$ cat src/rtl/axil_pkg.sv
// Shared AXI4-Lite definitions: response codes, protection width and the
// response selection helper used by the register file.
package axil_pkg;

    localparam int AXI_LITE_PROT_W = 3;

    typedef enum logic [1:0] {
        RESP_OKAY   = 2'b00,
        RESP_SLVERR = 2'b10
    } axil_resp_e;

    // In-range accesses are always OKAY; misses only error when enabled.
    function automatic axil_resp_e access_resp(input logic in_range, input logic err_en);
        return (in_range || !err_en) ? RESP_OKAY : RESP_SLVERR;
    endfunction

endpackage

$ cat src/rtl/axil_wstrb_merge.sv
// Byte-lane merge: each strobe bit selects the new byte, otherwise the old
// byte is kept. Purely combinational.
module axil_wstrb_merge #(
    parameter int DATA_W = 32
) (
    input  logic [DATA_W-1:0]   old_data,
    input  logic [DATA_W-1:0]   new_data,
    input  logic [DATA_W/8-1:0] strb,
    output logic [DATA_W-1:0]   merged
);

    for (genvar b = 0; b < DATA_W/8; b++) begin : g_lane
        assign merged[b*8 +: 8] = strb[b] ? new_data[b*8 +: 8] : old_data[b*8 +: 8];
    end

endmodule

$ cat src/rtl/axil_regfile.sv
// AXI4-Lite slave register file with independent AW/W capture and concurrent
// read path. Define AXIL_REGFILE_SLVERR_EN to answer out-of-range accesses with SLVERR.
module axil_regfile
    import axil_pkg::*;
#(
    parameter int DATA_W   = 32,
    parameter int ADDR_W   = 32,
    parameter int NUM_REGS = 4
) (
    input  logic                       aclk,
    input  logic                       aresetn,
    // AR
    input  logic [ADDR_W-1:0]          s_axi_araddr,
    input  logic [AXI_LITE_PROT_W-1:0] s_axi_arprot,
    input  logic                       s_axi_arvalid,
    output logic                       s_axi_arready,
    // R
    output logic [DATA_W-1:0]          s_axi_rdata,
    output logic [1:0]                 s_axi_rresp,
    output logic                       s_axi_rvalid,
    input  logic                       s_axi_rready,
    // AW
    input  logic [ADDR_W-1:0]          s_axi_awaddr,
    input  logic [AXI_LITE_PROT_W-1:0] s_axi_awprot,
    input  logic                       s_axi_awvalid,
    output logic                       s_axi_awready,
    // W
    input  logic [DATA_W-1:0]          s_axi_wdata,
    input  logic [DATA_W/8-1:0]        s_axi_wstrb,
    input  logic                       s_axi_wvalid,
    output logic                       s_axi_wready,
    // B
    output logic [1:0]                 s_axi_bresp,
    output logic                       s_axi_bvalid,
    input  logic                       s_axi_bready,
    // register side
    output logic [NUM_REGS*DATA_W-1:0] regs_o,
    output logic [NUM_REGS-1:0]        wr_pulse_o
);

    localparam int STRB_W = DATA_W/8;
    localparam int OFFS   = $clog2(STRB_W);
    localparam int IDX_W  = ADDR_W - OFFS;

`ifdef AXIL_REGFILE_SLVERR_EN
    localparam logic SLVERR_EN = 1'b1;
`else
    localparam logic SLVERR_EN = 1'b0;
`endif

    logic [NUM_REGS-1:0][DATA_W-1:0] regs;
    logic [NUM_REGS-1:0]             wr_pulse;
    logic [NUM_REGS-1:0]             ar_hit, aw_hit, aw_hit_q;

    logic              aw_pending, w_pending;
    logic [DATA_W-1:0] w_data_q;
    logic [STRB_W-1:0] w_strb_q;

    logic              bvalid, rvalid;
    logic [DATA_W-1:0] rdata;
    axil_resp_e        bresp, rresp;

    logic [IDX_W-1:0]  ar_idx, aw_idx;
    logic [DATA_W-1:0] rd_val, wr_old, wr_merged;
    logic              aw_hs, w_hs, ar_hs, commit;

    // Byte offset bits and protection attributes carry no meaning here.
    logic unused;
    assign unused = ^{s_axi_arprot, s_axi_awprot,
                      s_axi_araddr[OFFS-1:0], s_axi_awaddr[OFFS-1:0]};

    assign ar_idx = s_axi_araddr[ADDR_W-1:OFFS];
    assign aw_idx = s_axi_awaddr[ADDR_W-1:OFFS];

    // One-hot decode; an all-zero vector means the index is out of range.
    for (genvar i = 0; i < NUM_REGS; i++) begin : g_dec
        assign ar_hit[i] = (ar_idx == IDX_W'(i));
        assign aw_hit[i] = (aw_idx == IDX_W'(i));
    end

    assign s_axi_awready = ~aw_pending & ~bvalid;
    assign s_axi_wready  = ~w_pending  & ~bvalid;
    assign s_axi_arready = ~rvalid;

    assign aw_hs  = s_axi_awvalid & s_axi_awready;
    assign w_hs   = s_axi_wvalid  & s_axi_wready;
    assign ar_hs  = s_axi_arvalid & s_axi_arready;
    assign commit = aw_pending & w_pending & ~bvalid;

    always_comb begin
        rd_val = '0;
        wr_old = '0;
        for (int i = 0; i < NUM_REGS; i++) begin
            if (ar_hit[i])   rd_val = rd_val | regs[i];
            if (aw_hit_q[i]) wr_old = wr_old | regs[i];
        end
    end

    axil_wstrb_merge #(
        .DATA_W (DATA_W)
    ) u_merge (
        .old_data (wr_old),
        .new_data (w_data_q),
        .strb     (w_strb_q),
        .merged   (wr_merged)
    );

    // Write channel capture and B response.
    always_ff @(posedge aclk or negedge aresetn) begin
        if (!aresetn) begin
            aw_pending <= 1'b0;
            w_pending  <= 1'b0;
            aw_hit_q   <= '0;
            w_data_q   <= '0;
            w_strb_q   <= '0;
            bvalid     <= 1'b0;
            bresp      <= RESP_OKAY;
        end else begin
            if (aw_hs) begin
                aw_pending <= 1'b1;
                aw_hit_q   <= aw_hit;
            end
            if (w_hs) begin
                w_pending <= 1'b1;
                w_data_q  <= s_axi_wdata;
                w_strb_q  <= s_axi_wstrb;
            end
            if (commit) begin
                aw_pending <= 1'b0;
                w_pending  <= 1'b0;
                bvalid     <= 1'b1;
                bresp      <= access_resp(|aw_hit_q, SLVERR_EN);
            end else if (bvalid && s_axi_bready) begin
                bvalid <= 1'b0;
            end
        end
    end

    // Register storage; a miss leaves aw_hit_q zero so nothing is touched.
    always_ff @(posedge aclk or negedge aresetn) begin
        if (!aresetn) begin
            regs     <= '0;
            wr_pulse <= '0;
        end else begin
            for (int i = 0; i < NUM_REGS; i++) begin
                wr_pulse[i] <= commit & aw_hit_q[i];
                if (commit && aw_hit_q[i]) regs[i] <= wr_merged;
            end
        end
    end

    // Read path samples regs before any same-edge commit lands.
    always_ff @(posedge aclk or negedge aresetn) begin
        if (!aresetn) begin
            rvalid <= 1'b0;
            rdata  <= '0;
            rresp  <= RESP_OKAY;
        end else begin
            if (ar_hs) begin
                rvalid <= 1'b1;
                rdata  <= rd_val;
                rresp  <= access_resp(|ar_hit, SLVERR_EN);
            end else if (rvalid && s_axi_rready) begin
                rvalid <= 1'b0;
            end
        end
    end

    assign s_axi_bvalid = bvalid;
    assign s_axi_bresp  = bresp;
    assign s_axi_rvalid = rvalid;
    assign s_axi_rdata  = rdata;
    assign s_axi_rresp  = rresp;
    assign regs_o       = regs;
    assign wr_pulse_o   = wr_pulse;

endmodule
$ cat config.mk
export PLATFORM = sky130hd
export DESIGN_NAME = axil_regfile
export DESIGN_NICKNAME = d
export VERILOG_FILES = /design/src/rtl/axil_pkg.sv /design/src/rtl/axil_wstrb_merge.sv /design/src/rtl/axil_regfile.sv
export SDC_FILE = /design/constraint.sdc
export NUM_CORES = 1
export LEC_CHECK = 0
export CORE_UTILIZATION = 48
export CTS_CLUSTER_DIAMETER = 50
export DETAILED_ROUTE_END_ITERATION = 12
export PLACE_DENSITY_LB_ADDON = 0.3
export SYNTH_ARGS = -nofsm -noshare
export SYNTH_HDL_FRONTEND = slang
export SYNTH_SLANG_ARGS = --single-unit
$ cat constraint.sdc
create_clock -name aclk -period 2.4 [get_ports aclk]
set_input_delay 0.36 -clock aclk [delete_from_list [all_inputs] [get_ports aclk]]
set_output_delay 0.36 -clock aclk [all_outputs]
set_load 0.05 [all_outputs]
# After elaboration in Yosys (flattened, before gate mapping)
# Index checks and enable logic that the tools add are counted.
word_totals:
  register_bits: 208
  input_bits: 113
  output_inout_bits: 173
  elab_cells: 72
op_classes:
  n_eq_ne: 6
  muxes: 20
  n_bitwise: 21
  reduce_logical: 12
op_table:
  columns: ["cell", "count"]
  rows:
  - ["$mux W32", 8]
  - ["$or A32 B32 Y32", 6]
  - ["$eq A30 B2 Y1 const B", 4]
  - ["$eq A30 B1 Y1 const B", 2]
  - ["$logic_not A30 Y1", 2]
  - ["$mux W8", 4]
  - ["$and A1 B1 Y1", 11]
  - ["$mux W1", 8]
  - ["$reduce_bool A2 Y1", 4]
  - ["$logic_and A1 B1 Y1", 6]
  - ["$not A1 Y1", 4]

# Logic depth before layout (Yosys ltp)
depth:
  word_depth: 8
  depth_mapped: 6
  ltp_nobuf: 3

# Modules after synthesis
# From an unflattened synthesis, not the netlist that was laid out.
unflattened:
  hier_cells: 738
  area_unflattened_um2: 10065.9
modules_own_cells:
  columns: ["module", "n_inst", "cells_each", "area_per_inst_um2", "seq_area_each_um2"]
  rows:
  - ["axil_regfile", 1, 702, 9540.4, 5205.0]
  - ["axil_wstrb_merge", 1, 36, 525.5, 0.0]

# Worst setup path before layout
# OpenSTA, ideal clock, no wires.
synth_timing:
  path_type: "register -> register"
  startpoint: "register bvalid, in the netlist s_axi_bvalid"
  endpoint: "register w_data_q[10]"
  setup_ps: 125
  t_arrival_ps: 1875
  t_required_ps: 2275
  path_slack_ps: 401
  path_stages_with_launch: 5
  path_buffers: 2
  period_less_slack_ps: 1999
  path_cell_list: "dfrtp_1 > nor3b_1 > clkbuf_1 > buf_1 > mux2_2"
synth_via:
  elab_chain_len: 3
synth_rtl:
  columns: ["element", "line_no", "rtl"]
  rows:
  - ["start: declaration", "axil_regfile.sv:59", "logic bvalid, rvalid;"]
  - ["start signal: assignment", "axil_regfile.sv:116", "bvalid <= 1'b0;"]
  - ["start signal: assignment", "axil_regfile.sv:131", "bvalid <= 1'b1;"]
  - ["start signal: assignment", "axil_regfile.sv:134", "bvalid <= 1'b0;"]
  - ["$not A1 Y1", "axil_regfile.sv:82", "assign s_axi_wready = ~w_pending & ~bvalid;"]
  - ["$and A1 B1 Y1", "axil_regfile.sv:82", null]
  - ["$and A1 B1 Y1", "axil_regfile.sv:86", "assign w_hs = s_axi_wvalid & s_axi_wready;"]
  - ["end signal: assignment", "axil_regfile.sv:125", "w_data_q <= s_axi_wdata;"]
  - ["end: declaration", "axil_regfile.sv:56", "logic [DATA_W-1:0] w_data_q;"]
# Every way passes these cells.
# A chain may end at the register's enable or synchronous reset.

# Worst setup path in the final report
layout_timing:
  startpoint: "register bvalid, in the netlist s_axi_bvalid"
  endpoint: "output s_axi_wready"
layout_via:
  elab_chain_len: 2
layout_rtl:
  columns: ["element", "line_no", "rtl"]
  rows:
  - ["$not A1 Y1", "axil_regfile.sv:82", null]
  - ["$and A1 B1 Y1", "axil_regfile.sv:82", null]
  - ["end: declaration", "axil_regfile.sv:31", "output logic s_axi_wready,"]
# Every way passes these cells.

==> run summary <==
Status: complete, no violations
Cell-internal power: 0.006954 W
Cells after Synth: 882
ANT cells: 0
Kind of start point of the critical path: register
Clock Path Buffers: 3
Htree depth: 1
Max cap viols: 0
Hold crit path type: input port to async pin
Post-synth cell types: 27
Core Footprint: 0.01965 mm^2
Row count: 51
Clock share of power: 38.0%
Grt ovf: 0
Antenna Nets Post-Route: 0
DR iter-0 viols: 523
HPWL Detailed: 19340 um
Routed vias: 8109
Die W: 144.3 um
PD cells: 713.4 mW/mm^2
Synth warn: 0
Critical R2R Launch: s_axi_rvalid$_DFFE_PN0P_
Crit-path max cell delay: 820 ps
Leakage: 5.564 nW
Share of cells above drive strength 1: 14.93%
First drt pass iteration count: 5
WL per Instance: 20.14 um
Total Power: 0.009657 W
Synth Cell Area: 0.009713 mm^2
Final Hold Viols: 0
Final setup viols: 0
All-Layer GR Usage: 28.04%
Reg2Reg Depth: 4
Switching part of the total: 27.99%
Maximum number of pins on one net before global-route repair: 64
WP data required: 2040 ps
Later-pin clock latency in the skew report: 510 ps
Flops & latches, synth: 208
Slew margin rel.: 57.15%
Clock Root Buffer: clkbuf_16
Fin crit period: 2291 ps
# port buffers: 271
Crit-path max FO: 10
Flop pwr share: 43.7%
Cell taking the most area after synthesis: dfrtp_1
CP Capture Type: primary output
Register Area: 0.005205 mm^2
Footprint of the multi-input gates: 0.004054 mm^2
Max Slew Vio Count: 0
Crit path DAT: 1930 ps
GP Congestion: 0.8557
Synth area leaders: dfrtp_1, mux4_2, o21ai_0, nand2_1, a22o_1
CTS-repair resized insts: 0
RR Endpoint: s_axi_rdata[31]$_DFFE_PN0P_
Worst path slowest cell: clkdlybuf4s50_1
CTS Sinks: 208
Post-synth top area share: 53.59%
WL final: 28550 um
Area growth, synth to finish: 39.35%
CTS tree: done
Synth Area per Inst: 11.01 um^2
Slew @ Worst Pin: 642.7 ps
Fin crit share: 95.47%
Skew final: 8.039 ps
Combinational power share: 18.3%
Peak supply drop: 541.1 uV
Remaining DRCs: 0
P_sw: 0.002703 W
Die area: 0.02081 mm^2
FILL cells: 1468
Die Y: 144.3 um
RSZ-0062 raised after global routing: no
Vias in the first global route: 8125
Reg clk slew, reported paths: 50 ps
Sequential share of the synthesized area: 53.59%
CP cell instances: nor2_1 -> clkdlybuf4s50_1
Vias per cell: 5.723
Ports: 286
Fmax: 436.4 MHz
Kind of critical path: register to primary output
Antenna violations before repair: 0
Num CTS Buffers: 24
TNS Setup: 0 ps
Final #Nets: 1248
First-pass GRT wire length: 44530 um
Initial Util: 49.42%
Reg-to-reg setup timing slack: 530 ps
-- what timing repair did --
action                                 CTS  global route
setup buffers                            0             0
hold buffers                             1             0
endpoints found under the hold margin   57             0
-- placed cells by master, fill, tap and decap left out, types with 5 or more instances in the layout --
master           instances
a22o_1                  64
buf_12                   5
buf_4                   22
clkbuf_16               25
clkbuf_8                 8
clkdlybuf4s50_1        268
dfrtp_1                208
inv_1                   40
mux2_2                  36
mux4_2                  32
nand2_1                164
nand2b_1                32
nand4b_1                 5
nor4_1                  11
o21ai_0                129
o31ai_1                 34
o31ai_2                 30
-- state kept, by name, indices dropped and copies added, names as in the netlist, 4 cells and up --
register     cells
s_axi_rdata     32
regs_o         128
w_strb_q         4
aw_hit_q         4
w_data_q        32
wr_pulse_o       4
-- metal layers --
metal / GRT usage [%] / vias to the layer above / wire length [um]
met5: 0 / - / 0
met4: 8.199 / 0 / 730
met3: 5.728 / 48 / 2474
met2: 47.14 / 383 / 13860
met1: 36.76 / 4016 / 11480
li1: - / 3662 / -
-- power groups by stage --
stage	logic [W]	clock network [W]	registers, W
after floorplan	0.00126	0	0.00410
after global placement	0.00173	0	0.00425
after detailed placement	0.00176	0	0.00427
after CTS	0.00177	0.00373	0.00420
after global routing	0.00194	0.00388	0.00426
final	0.00177	0.00367	0.00422
-- area by class of cell --
cell class,count,area share [%]
timing repair buffer,299,22.03
sequential,208,38.45
clock buffer,35,5.417
inverter,40,1.109
clock inverter,8,0.5916
multi-input combinational,562,29.95
tap,265,2.450
-- worst max-delay path: cells and delay by family (launching register included) --
family / cells / cell delay [ps]
flip-flops: 1 / 480
buffers and inverters: 1 / 820
AND/OR/NAND/NOR: 1 / 130
-- Yosys cell counts --
cell / count
nand2_1: 164
or3b_2: 1
conb_1: 1
or4_1: 4
nand4_1: 2
buf_1: 5
o31ai_1: 34
o31ai_2: 30
o21ai_0: 129
o41ai_1: 4
clkbuf_1: 59
nor4_1: 11
a22o_1: 64
dfrtp_1: 208
buf_2: 4
buf_6: 3
mux4_2: 32
nand4b_1: 5
o21bai_1: 1
nor2_1: 4
a21oi_1: 2
and3_1: 1
nor3b_1: 1
inv_1: 40
buf_4: 4
nand2b_1: 33
mux2_2: 36
-- cells by family after synthesis --
family	count (synthesis)	share of synthesized area, %
buffers and inverters	115	4.882
muxes	68	11.59
and+or+nand+nor	226	10.45
DFF	208	53.59
other	1	0.03861
AOI/OAI and AO/OA	264	19.45
-- worst max-delay path by stage --
stage,from,endpoint,slack (ps)
floorplan,s_axi_bvalid$_DFFE_PN0P_,w_data_q[10]$_DFFE_PN0P_,400
global placement,s_axi_araddr[16],s_axi_rdata[31]$_DFFE_PN0P_,-160
detailed placement,s_axi_araddr[15],s_axi_rdata[16]$_DFFE_PN0P_,-220
CTS,w_pending$_DFFE_PN0P_,s_axi_wready,100
global route,s_axi_bvalid$_DFFE_PN0P_,s_axi_awready,40
finish,s_axi_bvalid$_DFFE_PN0P_,s_axi_wready,110
-- per-stage QoR --
stage,cell area [um^2],std cells,setup WS [ps],utilization [%],hold WS (ps)
after global placement,12710,1373,-164.7,64.68,393.3
after CTS,13540,1417,96.82,68.87,419.7
after global routing,13540,1417,35.41,68.87,447.5
after detailed placement,12710,1373,-220.4,64.68,391.3
final,13540,1417,108.6,68.87,413.8
after floorplan,9724,885,400.6,-,64.41
(Power assumes the default switching activity.)
